==> config.mk <==
export PLATFORM = sky130hd
export DESIGN_NAME = bullet_pool
export DESIGN_NICKNAME = d
export VERILOG_FILES = /design/src/rtl/bullet_pool.sv
export SDC_FILE = /design/constraint.sdc
export NUM_CORES = 1
export LEC_CHECK = 0
export ABC_AREA = 1
export BUFFER_PORTS_ARGS = -buffer_cell sky130_fd_sc_hd__buf_2
export CELL_PAD_IN_SITES_DETAIL_PLACEMENT = 1
export CELL_PAD_IN_SITES_GLOBAL_PLACEMENT = 2
export CORE_ASPECT_RATIO = 0.5
export CORE_MARGIN = 2
export CORE_UTILIZATION = 31
export DETAILED_ROUTE_END_ITERATION = 7
export PLACE_DENSITY = 0.82
export SKIP_CTS_REPAIR_TIMING = 1
export SLEW_MARGIN = 20
export SYNTH_ARGS = -nofsm -noshare
export SYNTH_HDL_FRONTEND = slang
export SYNTH_SLANG_ARGS = --single-unit
==> constraint.sdc <==
create_clock -name frame_clk -period 2.8 [get_ports frame_clk]
set_input_delay 0.28 -clock frame_clk [delete_from_list [all_inputs] [get_ports frame_clk]]
set_output_delay 0.28 -clock frame_clk [all_outputs]
set_load 0.03 [all_outputs]
==> src/rtl/bullet_pool.sv <==
// bullet_pool: fixed pool of player bullets advanced once per video frame.
// A fire key press claims the lowest free slot at the player's X position;
// each active bullet climbs Y_STEP pixels per frame until it reaches the
// ceiling or a collision strobe frees it. A cooldown counter spaces shots.
// Optional build macro: BULLET_POOL_AUTOFIRE_EN -- when defined, a held
// fire key keeps firing (level request) instead of firing once per press.
module bullet_pool #(
   parameter int          NUM_BULLETS = 4,
   parameter int          Y_START     = 136,
   parameter int          Y_MIN       = 0,
   parameter int          Y_STEP      = 1,
   parameter int          COOLDOWN    = 8,
   parameter logic [7:0]  FIRE_KEY    = 8'h44
) (
   input  logic                        frame_clk,
   input  logic                        Reset_n,
   input  logic [7:0]                  keycode,
   input  logic [9:0]                  player_X,
   input  logic                        ready_game,
   input  logic [NUM_BULLETS-1:0]      hit,
   output logic [10*NUM_BULLETS-1:0]   bullet_X,
   output logic [10*NUM_BULLETS-1:0]   bullet_Y,
   output logic [NUM_BULLETS-1:0]      bullet_active,
   output logic                        fired,
   output logic                        pool_full
);

   localparam int              CW        = (COOLDOWN < 1) ? 1 : $clog2(COOLDOWN + 1);
   localparam logic [CW-1:0]   COOL_LOAD = CW'(COOLDOWN);
   localparam logic [9:0]      Y_START_V = 10'(Y_START);
   localparam logic [9:0]      Y_STEP_V  = 10'(Y_STEP);
   // A bullet at or below this height would reach or pass the ceiling on
   // its next step, so it is retired instead of moved (also prevents wrap).
   localparam logic [10:0]     Y_LIMIT   = 11'(Y_MIN + Y_STEP);

   logic                        r_key_prev;
   logic [CW-1:0]               r_cool;
   logic [NUM_BULLETS-1:0]      r_active;
   logic [10*NUM_BULLETS-1:0]   r_x;
   logic [10*NUM_BULLETS-1:0]   r_y;
   logic                        r_fired;

   logic                        w_key_match;
   logic                        w_fire_req;
   logic [NUM_BULLETS-1:0]      w_grant;
   logic                        w_found;
   logic                        w_accept;

   assign w_key_match = (keycode == FIRE_KEY);

`ifdef BULLET_POOL_AUTOFIRE_EN
   assign w_fire_req = w_key_match;
`else
   assign w_fire_req = w_key_match & ~r_key_prev;
`endif

   // One-hot grant of the lowest-index slot that is free at the start of the frame.
   always_comb begin
      w_grant = '0;
      w_found = 1'b0;
      for (int i = 0; i < NUM_BULLETS; i++) begin
         if (!r_active[i] && !w_found) begin
            w_grant[i] = 1'b1;
            w_found    = 1'b1;
         end
      end
   end

   assign w_accept = ready_game & w_fire_req & (r_cool == '0) & w_found;

   // Per-frame state update: edge register, cooldown, slot allocation and motion.
   always_ff @(posedge frame_clk) begin
      if (!Reset_n) begin
         r_key_prev <= 1'b0;
         r_cool     <= '0;
         r_active   <= '0;
         r_fired    <= 1'b0;
         r_x        <= '0;
         for (int i = 0; i < NUM_BULLETS; i++) begin
            r_y[10*i +: 10] <= Y_START_V;
         end
      end else begin
         // Tracks the key even while paused so a held key cannot fire on resume.
         r_key_prev <= w_key_match;
         if (ready_game) begin
            r_fired <= w_accept;
            if (w_accept) begin
               r_cool <= COOL_LOAD;
            end else if (r_cool != '0) begin
               r_cool <= r_cool - 1'b1;
            end
            for (int i = 0; i < NUM_BULLETS; i++) begin
               if (w_accept && w_grant[i]) begin
                  r_active[i]     <= 1'b1;
                  r_y[10*i +: 10] <= Y_START_V;
                  r_x[10*i +: 10] <= player_X;
               end else if (r_active[i]) begin
                  if (hit[i] || ({1'b0, r_y[10*i +: 10]} <= Y_LIMIT)) begin
                     r_active[i]     <= 1'b0;
                     r_y[10*i +: 10] <= Y_START_V;
                  end else begin
                     r_y[10*i +: 10] <= r_y[10*i +: 10] - Y_STEP_V;
                  end
               end
            end
         end else begin
            r_fired <= 1'b0;
         end
      end
   end

   assign bullet_X      = r_x;
   assign bullet_Y      = r_y;
   assign bullet_active = r_active;
   assign fired         = r_fired;
   assign pool_full     = &r_active;

endmodule

Word-level counts from Yosys, hierarchy flattened
Cells that the tools add are included.

Add/sub/neg operators: 5. Magnitude comparators: 4. Eq/ne operators: 1. Muxes and demuxes: 33. Bitwise logic cells: 5. Reductions and logical operators: 34.

Operators by type and width (number): 10-bit 2-to-1 mux (12); 10-bit by 1-bit <= comparator with 1-bit output, second input constant (4); 10-bit by 1-bit subtractor with 10-bit output, second input constant (4); 2-bit AND reduction (10); 1-bit 2-to-1 mux (19); 2-bit nonzero test (5); 8-bit by 7-bit equality test with 1-bit output, second input constant (1); 4-bit 2-to-1 mux (2); 1-bit logical AND (7); 1-bit logical NOT (5); 1-bit bitwise AND (4); 4-bit logical NOT (1); 1-bit logical OR (4); 4-bit AND reduction (1); 4-bit nonzero test (1); 4-bit by 1-bit subtractor with 4-bit output, second input constant (1); 1-bit NOT (1).

Bits in registers: 90. Output and inout bits: 86. Word-level logic and storage cells: 94.

Depth between registers and ports, before layout
Gate-level depths: netlist of run 1.

Depth in word-level cells: 13. Depth in mapped cells: 11.

Worst setup path after synthesis of run 1
OpenSTA, ideal clock, no wires.

Kind: register to register. From: reg r_y[30] (netlist: bullet_Y[30]). To: reg r_y[33] (netlist: bullet_Y[33]). Setup time: 0.127 ns. Data arrival time: 1.637 ns. Path slack: 1.037 ns. Cell stages (with the launch flop): 8. Clock period less this slack: 1.763 ns. Cells stage by stage: dfxtp_1 -> inv_1 -> ha_1 -> or2_1 -> nand3_1 -> o21bai_1 -> a21oi_2 -> nand3_1.

Word-level cells in the longest chain between the ends: 5.

RTL lines: start, declared (line 40) `logic [10*NUM_BULLETS-1:0] r_y;`; start signal, assigned by index (line 102) `r_y[10*i +: 10] <= r_y[10*i +: 10] - Y_STEP_V;`; 10-bit by 1-bit <= comparator with 1-bit output (line 98) `if (hit[i] || ({1'b0, r_y[10*i +: 10]} <= Y_LIMIT)) begin`; 1-bit logical OR (line 98); 10-bit 2-to-1 mux * (line 98); 10-bit 2-to-1 mux * (line 97) `end else if (r_active[i]) begin`; 10-bit 2-to-1 mux * (line 93) `if (w_accept && w_grant[i]) begin`.

Every way passes the cells marked *; elsewhere a longest branch is shown, timed or not. The select of a mux whose other input is x is not followed. A chain may end at the register's enable or synchronous reset.

Final worst setup path of run 1
From: reg r_cool[0]. To: reg r_x[7] (netlist: bullet_X[7]).

Word-level cells in the longest chain between the ends: 5.

RTL lines: start, declared (line 37) `logic [CW-1:0] r_cool;`; start signal, assigned (line 90) `r_cool <= r_cool - 1'b1;`; 4-bit logical NOT (line 69) `assign w_accept = ready_game & w_fire_req & (r_cool == '0) & w_found;`; 1-bit bitwise AND (2 in a row) (line 69); 1-bit logical AND (line 93); 2-bit AND reduction (no line); end signal, assigned by index (line 96) `r_x[10*i +: 10] <= player_X;`; end, declared (line 39) `logic [10*NUM_BULLETS-1:0] r_x;`.

No other way between the ends.

==> run metrics, run 1 <==
I/O pin total 111; drt total wl 12200 µm; largest net degree at the start of global routing 26; fin crit share between 70% and 80%; Post-Syn Instances 600; Max FO, Critical Path 21; R2R cell count 9; clock buffer count from CTS 9; most instantiated cells after synthesis 108 x nand2_1, 90 x dfxtp_1, 89 x inv_1; first-pass detailed-route iteration total 4; Non-Filler Instances between 800 and 900; initial antenna violation count 0; clock skew 0.00903 ns; minimum clock period 2.06 ns; Vias/cell around 4.6; global-route wire length before repair 20000 µm; count leader, synth nand2_1; Fin Setup TNS 0 ns; Leak Pwr between 2 and 2.5 nW; setup ws final about 0.74 ns; Reg2Reg Setup Slack approximately 0.74 ns; clk buf depth 2; actual slew at the worst max-slew pin roughly 0.70 ns; 1st-iter DRT viols 154; Synth top area share 42.5%; RR Endpoint bullet_X[7]; num rows 30; crit path launch r_cool[0]; critical path cell sequence inv_1, ha_1, nand3_2, nor2_8, nand2_1, inv_2, nand2_1, o21ai_0, a21oi_1; syn_nets ~630; Placed Area just under 5000 µm²; Total GRT Usage between 10% and 20%; CP Capture Point bullet_X[7]; Synth area leaders dfxtp_1 43%, nand2_1 9.6%, inv_1 7.9%; Most common cell on crit path nand2_1; synthesized area between 4000 and 5000 µm²; Port Buffers 110; die width ~170 µm; FF+latch count, synth 90; Antenna Nets Post-Route 0; Final nets around 740; vias in the first global route 3990; Max-slew headroom a little over half; Power Total 2.99 mW; via count 4085; final slew viol count 0; Fin Hold WS 0.258 ns; CP arrival ~2.3 ns; slowest library cell on the worst path nand2_1; clk sinks 90; critical path class register to register; Pwr per Cell Area between 500 and 600 nW/µm²; Max Fclk roughly 490 MHz; Max IR drop VDD 263 µV; worst r2r src r_cool[0]; Initial Util 31.5%; total of warnings raised by yosys 0; number of remaining DRC errors 0; CORE AREA ~13000 µm²; layout cell share with drive strength beyond 1 just over 20%; H-tree depth 3; Seq/Total Area, Yosys a little over two fifths; setup slack at placement between 0.7 and 0.8 ns; Async S/R FF share, synth 0%; grt ovf 0; Worst Hold Class input port to register; required time worst endpoint between 3 and 4 ns; final core utilization 39.1%; clk root buf clkbuf_16; syn avg cell area between 7 and 8 µm²; Setup-failing EPs final 0; outcome completed; Final Hold Vio Count 0; P&R area growth vs syn 24.2%; Inst Count DP 869; crit path launch type register; Avg WL per Cell approximately 14 µm; Detailed Place HPWL roughly 9000 µm; Main synth FF type dfxtp_1; DIE AREA around 15000 µm²; Critical Path Max Stage Delay ~0.40 ns; CTS tree built; post-synth top area cell dfxtp_1; Clk pin slew, worst setup/hold paths approximately 0.070 ns; die height approximately 87 µm; CP endpoint kind register; Clock Latency Late Sink between 0.3 and 0.4 ns; design area between 5000 and 6000 µm²; Yosys cell types 37; Max Cap Violations 0; routability cong. around 0.78; Post-synth EDFFs 0; Antenna Cells 0; unrepaired setup endpoints after global routing false
==> worst max-delay path: cells and delay by family (launching register included) <==
kind | cells | cell delay (ns)
flip-flops | 1 | 0.31
buffers and inverters | 2 | 0.17
adder cells (fa/ha/maj) | 1 | 0.23
AO/OA/AOI/OAI | 2 | 0.42
AND/OR/NAND/NOR | 4 | 0.79
==> how the worst min path moves through the flow <==
stage                  from            to  cells after the start
2_1_floorplan   player_X[0]  bullet_X[10]                      2
3_3_place_gp   bullet_X[21]  bullet_X[21]                      2
3_5_place_dp    bullet_X[4]   bullet_X[4]                      2
4_1_cts         player_X[5]  bullet_X[15]                      3
5_1_grt         player_X[4]  bullet_X[14]                      3
6_report        player_X[5]  bullet_X[15]                      3
==> layer usage <==
layer | track usage (%) | wire length (µm) | share of wire [%]
met5 | 0 | 0 | 0
met4 | 3.96 | 104 | 0.85
met3 | 3.56 | 350 | 2.9
met2 | 27.6 | 5510 | 45
met1 | 23.4 | 6240 | 51
==> sequential cells by signal, summed over array words and instances, names as in the netlist <==
name	count
fired	1
bullet_X	40
bullet_active	4
bullet_Y	40
r_key_prev	1
r_cool	4
==> area by class of cell <==
cell class	instances	area [µm²]
Fill cell	1758	8180
Timing Repair Buffer	112	566
Sequential cell	90	1800
Clock inverter	5	85.1
Multi-Input combinational cell	397	1980
Tap cell	176	220
Clock buffer	11	253
Inverter	94	353
==> power breakdown <==
group | switching [mW] | total [mW] | internal (mW) | leakage [nW]
sequential | 0.0164 | 1.32 | 1.31 | 0.725
clock | 0.543 | 1.38 | 0.837 | 0.162
combinational | 0.186 | 0.285 | 0.0987 | 1.52
total | 0.746 | 2.99 | 2.24 | 2.41
==> layout by cell type (no fill, tap or decap), types with 2 or more instances in the layout <==
cell type,count
inv_1,89
clkbuf_16,9
buf_2,110
o21ai_1,6
ha_1,9
nor2_1,86
xor2_1,7
dfxtp_1,90
a211oi_1,11
nand2_1,108
nand4_1,4
nand2_4,3
nand3_1,40
o21ai_0,35
clkbuf_8,2
nor3_1,11
bufinv_16,2
buf_4,2
a31oi_1,2
inv_2,5
nand3_2,3
a21oi_1,54
nand3b_1,3
==> logic make-up (layout without fill, tap and decap cells) <==
kind of cell | after synthesis | in the layout | share of synthesized area (%)
DFF | 90 | 90 | 42.5
xor gates and xnor gates | 8 | 8 | 1.65
and+or+nand+nor | 269 | 269 | 28.4
AOI/OAI and AO/OA | 111 | 111 | 14.0
buffers and inverters | 113 | 222 | 10.7
adders and majority gates | 9 | 9 | 2.66
No activity file was read; power rests on OpenSTA's default activity.
==> run 2, diff against run 1 <==
- CORE_UTILIZATION: 31 -> 26
- PLACE_DENSITY: 0.82 -> 0.73
- clock period: 2.8 -> 1.79 ns (I/O delays scaled with it)
==> run 2 against run 1 <==
  * Sequential power rose by 57%
  * Critical path depth rose by 2
  * Wire length rose by 3.3%
  * Register-to-register slack got worse by 0.62 ns
  * Final area rose by 6.5%
  * Combinational power rose by 110%
  * Core utilization fell by 3.4 points
  * Setup slack got worse by 0.62 ns
==> run metrics, run 2 (same netlist as run 1, synthesis figures left out) <==
drt total wl 12600 µm (was 12200 µm); Clk pin slew, worst setup/hold paths 0.06 ns (was 0.07 ns); actual slew at the worst max-slew pin 0.481 ns (was 0.701 ns); Pwr per Cell Area 844 nW/µm² (was 568 nW/µm²); Antenna Cells 0 (unchanged); Final nets 762 (was 738); Leak Pwr 2.55 nW (was 2.41 nW); final slew viol count 0 (unchanged); CP arrival 1.90 ns (was 2.27 ns); commonest non-fill, non-tap cells in the layout 110 x buf_2, 107 x nand2_1, 89 x inv_1 (was 110 x buf_2, 108 x nand2_1, 90 x dfxtp_1); clock skew 0.00915 ns (was 0.00903 ns); first-pass detailed-route iteration total 4 (unchanged); Max-slew headroom 67.6% (was 53.1%); Vias/cell 4.33 (was 4.62); Inst Count DP 936 (was 869); H-tree depth 3 (unchanged); Detailed Place HPWL 9580 µm (was 9200 µm); design area 5600 µm² (was 5260 µm²); slowest library cell on the worst path dfxtp_1 (was nand2_1); clock buffer count from CTS 9 (unchanged); vias in the first global route 3928 (was 3990); outcome completed (unchanged); Max Fclk 600 MHz (was 485 MHz); Total GRT Usage 14.7% (was 17.0%); M1 WL 6380 µm (was 6240 µm); 1st-iter DRT viols 103 (was 154); Antenna Nets Post-Route 0 (unchanged); Clock Latency Late Sink 0.34 ns (about the same); minimum clock period 1.67 ns (was 2.06 ns); via count 4135 (was 4085); clk buf depth 2 (unchanged); commonest non-fill, non-tap cell in the layout buf_2 (unchanged); required time worst endpoint 2.02 ns (was 3.01 ns); routed wl met2 5800 µm (was 5510 µm); WL met3 349 µm (was 350 µm); Non-Filler Instances 954 (was 885); Setup-failing EPs final 0 (unchanged); CTS tree built (unchanged); number of remaining DRC errors 0 (unchanged); grt ovf 0 (unchanged); layout cell share with drive strength beyond 1 24.7% (was 20.7%); Max FO, Critical Path 21 (unchanged); CP endpoint kind register (unchanged); clk root buf clkbuf_16 (unchanged); Avg WL per Cell 13.2 µm (was 13.8 µm); Initial Util 27.1% (was 31.5%); I/O pin total 111 (unchanged); Max Cap Violations 0 (unchanged); critical path cell sequence inv_1, ha_4, nand3_4, nor2_8, buf_4, nand4_4, buf_4, nand2_1, nor2_1, nor2_1, nor2_1 (was inv_1, ha_1, nand3_2, nor2_8, nand2_1, inv_2, nand2_1, o21ai_0, a21oi_1); critical path class register to register (unchanged); top routing layer used met4 (unchanged); CORE AREA 15700 µm² (was 13400 µm²); largest net degree at the start of global routing 34 (was 26); Max IR drop VDD 470 µV (was 263 µV); clk sinks 90 (unchanged); Most common cell on crit path nor2_1 (was nand2_1); DIE AREA 17400 µm² (was 14700 µm²); die height 94.3 µm (was 86.7 µm); crit path launch type register (unchanged); Placed Area 5160 µm² (was 4920 µm²); Critical Path Max Stage Delay 0.31 ns (was 0.40 ns); fin crit share 93.2% (was 73.6%); Worst Hold Class input port to register (unchanged); P&R area growth vs syn 32.3% (was 24.2%); num rows 32 (was 30); routability cong. 0.735 (was 0.780); initial antenna violation count 0 (unchanged); die width 185 µm (was 169 µm); global-route wire length before repair 20100 µm (was 20000 µm); Port Buffers 110 (unchanged); Final Hold Vio Count 0 (unchanged)
## run 2: stage by stage
stage | utilization [%] | hold WS [ns] | total power, mW | TNS, ns | worst slack (ns)
6_report | 35.8 | 0.167 | 4.73 | 0 | 0.122
5_1_grt | 35.8 | 0.159 | 4.97 | -0.0720 | -0.0175
4_1_cts | 35.0 | 0.154 | 4.73 | -0.147 | -0.0211
3_5_place_dp | 32.9 | 0.433 | 2.64 | 0 | 0.0173
3_3_place_gp | 32.9 | 0.429 | 2.63 | -0.00806 | -0.00795
2_1_floorplan | - | 0.355 | 2.45 | 0 | 0.0267
## run 2: final timing paths
| kind | end | cells after the start | slack, ns | from |
|---|---|---|---|---|
| worst max-delay path | bullet_Y[19] | 11 | 0.12 | r_cool[0] |
| worst min-delay path | bullet_X[14] | 3 | 0.17 | player_X[4] |
| worst max register to register | bullet_Y[19] | 11 | 0.12 | r_cool[0] |
| worst min register to register | bullet_X[6] | 2 | 0.44 | bullet_X[6] |
## run 2: layer usage
layer | vias to the layer above | global-route usage [%]
li1 | 2171 | -
met1 | 1919 | 20.0
met2 | 39 | 23.8
met3 | 6 | 3.26
met4 | 0 | 3.20
met5 | - | 0
## run 2: cell type report
cell class                      count  area, µm²
Tap cell                          221        277
Sequential cell                    90       1810
Timing Repair Buffer              135        771
Inverter                           94        353
Clock buffer                       11        243
Multi-Input combinational cell    398       2080
Fill cell                        1992      10100
Clock inverter                      5       77.6
## run 2: worst max-delay path, delay by kind of cell (launching register included)
family,cells,cell delay (ns)
adder cells (fa/ha/maj),1,0.17
buffers and inverters,3,0.50
flip-flops,1,0.31
AND/OR/NAND/NOR,7,0.57
## run 2: power breakdown
| part | switching [mW] | leakage (nW) | internal, mW |
|---|---|---|---|
| combinational | 0.346 | 1.67 | 0.254 |
| sequential | 0.0254 | 0.728 | 2.04 |
| clock | 0.802 | 0.156 | 1.26 |
| total | 1.17 | 2.55 | 3.56 |
==> run 3, diff against run 2 <==
- BUFFER_PORTS_ARGS: -buffer_cell sky130_fd_sc_hd__buf_2 -> -buffer_cell sky130_fd_sc_hd__buf_4
==> run 3 against run 2 <==
  * Clock skew about the same
  * Final area increased by 3.7%
  * Critical path type unchanged
  * Non-clock buffer count increased by 5
  * Final cell count increased by 0.31%
  * Maximum frequency decreased by 0.20%
  * Global-route usage increased by 0.57 points
  * Wire length increased by 2.9%
  * Critical path depth decreased by 1
  * Die area unchanged
  * Setup slack got worse by 0.0034 ns
==> run metrics, run 3 (same netlist as run 1, synthesis figures left out) <==
Max FO, Critical Path 7 (was 21); Max IR drop VDD 396 µV (was 470 µV); Power Total 4.60 mW (was 4.73 mW); slowest library cell on the worst path dfxtp_1 (unchanged); Detailed Place HPWL 9850 µm (was 9580 µm); final slew viol count 0 (unchanged); required time worst endpoint 2.03 ns (was 2.02 ns); largest net degree at the start of global routing 23 (was 34); Switching Fraction 25.4% (was 24.8%); via count 4148 (was 4135); setup slack at placement 0.0835 ns (was 0.0173 ns); initial antenna violation count 0 (unchanged); fin crit share 93.4% (was 93.2%); vias in the first global route 4092 (was 3928); global-route wire length before repair 20900 µm (was 20100 µm); Vias/cell 4.33 (about the same); commonest non-fill, non-tap cells in the layout 139 x buf_4, 106 x nand2_1, 89 x inv_1 (was 110 x buf_2, 107 x nand2_1, 89 x inv_1); R2R cell count 10 (was 11); Comb power frac 13.4% (was 12.7%); Antenna Cells 0 (unchanged); Int Pwr 3.43 mW (was 3.56 mW); RR Endpoint bullet_Y[39] (was bullet_Y[19]); CP endpoint kind register (unchanged); Total GRT Usage 15.3% (was 14.7%); H-tree depth 3 (unchanged); die height 94.3 µm (unchanged); Worst Hold Class input port to register (unchanged); crit path launch type register (unchanged); clock skew 0.00927 ns (was 0.00915 ns); outcome completed (unchanged); Max Cap Violations 0 (unchanged); Fin Hold WS 0.147 ns (was 0.167 ns); grt ovf 0 (unchanged); 1st-iter DRT viols 136 (was 103); die width 185 µm (unchanged); num rows 32 (unchanged); Most common cell on crit path inv_1 (was nor2_1); Fillers 1951 (was 1992); Antenna Nets Post-Route 0 (unchanged); Reg2Reg Setup Slack 0.12 ns (about the same); Max Fclk 598 MHz (was 600 MHz); clock power share 41.6% (was 43.6%); Port Buffers 110 (unchanged); Clk pin slew, worst setup/hold paths 0.07 ns (was 0.06 ns); drt total wl 13000 µm (was 12600 µm); Final Hold Vio Count 0 (unchanged); commonest non-fill, non-tap cell in the layout buf_4 (was buf_2); Final nets 766 (was 762); setup ws final 0.119 ns (was 0.122 ns); number of remaining DRC errors 0 (unchanged); CP Capture Point bullet_Y[39] (was bullet_Y[19]); P&R area growth vs syn 37.1% (was 32.3%); Avg WL per Cell 13.6 µm (was 13.2 µm); I/O pin total 111 (unchanged); clk root buf clkbuf_16 (unchanged); Setup-failing EPs final 0 (unchanged); actual slew at the worst max-slew pin 0.546 ns (was 0.481 ns); Critical Path Max Stage Delay 0.31 ns (about the same); Pwr per Cell Area 791 nW/µm² (was 844 nW/µm²); clk sinks 90 (unchanged); Flop pwr share 45.0% (was 43.7%); Clock Latency Late Sink 0.34 ns (about the same); CORE AREA 15700 µm² (unchanged); critical path class register to register (unchanged); Leak Pwr 2.56 nW (was 2.55 nW); clock buffer count from CTS 9 (unchanged); first-pass detailed-route iteration total 4 (unchanged); crit path launch r_cool[0] (unchanged); CTS tree built (unchanged); DIE AREA 17400 µm² (unchanged); P_sw 1.17 mW (about the same); layout cell share with drive strength beyond 1 24.5% (was 24.7%); critical path cell sequence inv_1, ha_4, nand3_4, nor2_8, nand3_2, nand2_1, a21oi_2, buf_4, nand3_1, inv_1 (was inv_1, ha_4, nand3_4, nor2_8, buf_4, nand4_4, buf_4, nand2_1, nor2_1, nor2_1, nor2_1); worst r2r src r_cool[0] (unchanged); clk buf depth 2 (unchanged); minimum clock period 1.67 ns (about the same); CP arrival 1.91 ns (was 1.90 ns); Max-slew headroom 63.3% (was 67.6%); routability cong. 0.731 (was 0.735); Initial Util 27.1% (unchanged)
## run 3: cell count changes in the layout (fill, tap and decap cells not counted), moves of 2 or more
cell and delta:
buf_4 +117, buf_2 -110, clkbuf_1 +2, clkinv_2 -2
## run 3: cell type report
type                       instances  area, µm²  area share, %
tap                              221        277           4.76
clock inverter                     2       37.5          0.646
sequential                        90       1810           31.1
inverter                          94        353           6.07
clock buffer                      13        250           4.31
timing repair buffer             140       1060           18.3
multi-input combinational        397       2020           34.8
## run 3: how the worst min path moves through the flow
stage / start / end / slack, ns / cells after the start
after floorplan: player_X[0] / bullet_X[10] / 0.35 / 2
after global routing: player_X[6] / bullet_X[16] / 0.16 / 3
after CTS: player_X[5] / bullet_X[5] / 0.14 / 3
final: player_X[5] / bullet_X[5] / 0.15 / 3
after detailed placement: bullet_X[6] / bullet_X[6] / 0.44 / 2
after global placement: bullet_X[0] / bullet_X[0] / 0.43 / 2
## run 3: power groups by stage
| stage | Combinational (mW) | Sequential, mW | Clock, mW |
|---|---|---|---|
| 2_1_floorplan | 0.335 | 2.11 | 0 |
| 3_3_place_gp | 0.525 | 2.11 | 0 |
| 3_5_place_dp | 0.534 | 2.12 | 0 |
| 4_1_cts | 0.536 | 2.07 | 1.99 |
| 5_1_grt | 0.689 | 2.07 | 2.06 |
| 6_report | 0.618 | 2.07 | 1.91 |
## run 3: stage by stage
step                      TNS (ns)  instances  util [%]  cell area, µm²
after detailed placement         0        941      34.9            5470
after global placement           0        941      34.9            5470
after CTS                        0        956      36.8            5760
after global routing      -0.00766        957      37.1            5810
final                            0        957      37.1            5810
after floorplan                  0        600         -            4240
## run 3: critical path, delay by kind of cell, from the launching register on
| kind | cells | cell delay [ns] |
|---|---|---|
| DFF | 1 | 0.31 |
| adders and majority gates | 1 | 0.17 |
| buffers and inverters | 3 | 0.33 |
| and+or+nand+nor | 5 | 0.72 |
| AOI/OAI and AO/OA | 1 | 0.04 |
## run 3: metal layers
layer	track usage (%)	routed length, µm	vias up
li1	-	-	2170
met1	20.8	6600	1916
met2	24.5	5800	50
met3	3.64	424	12
met4	3.27	142	0
met5	0	0	-
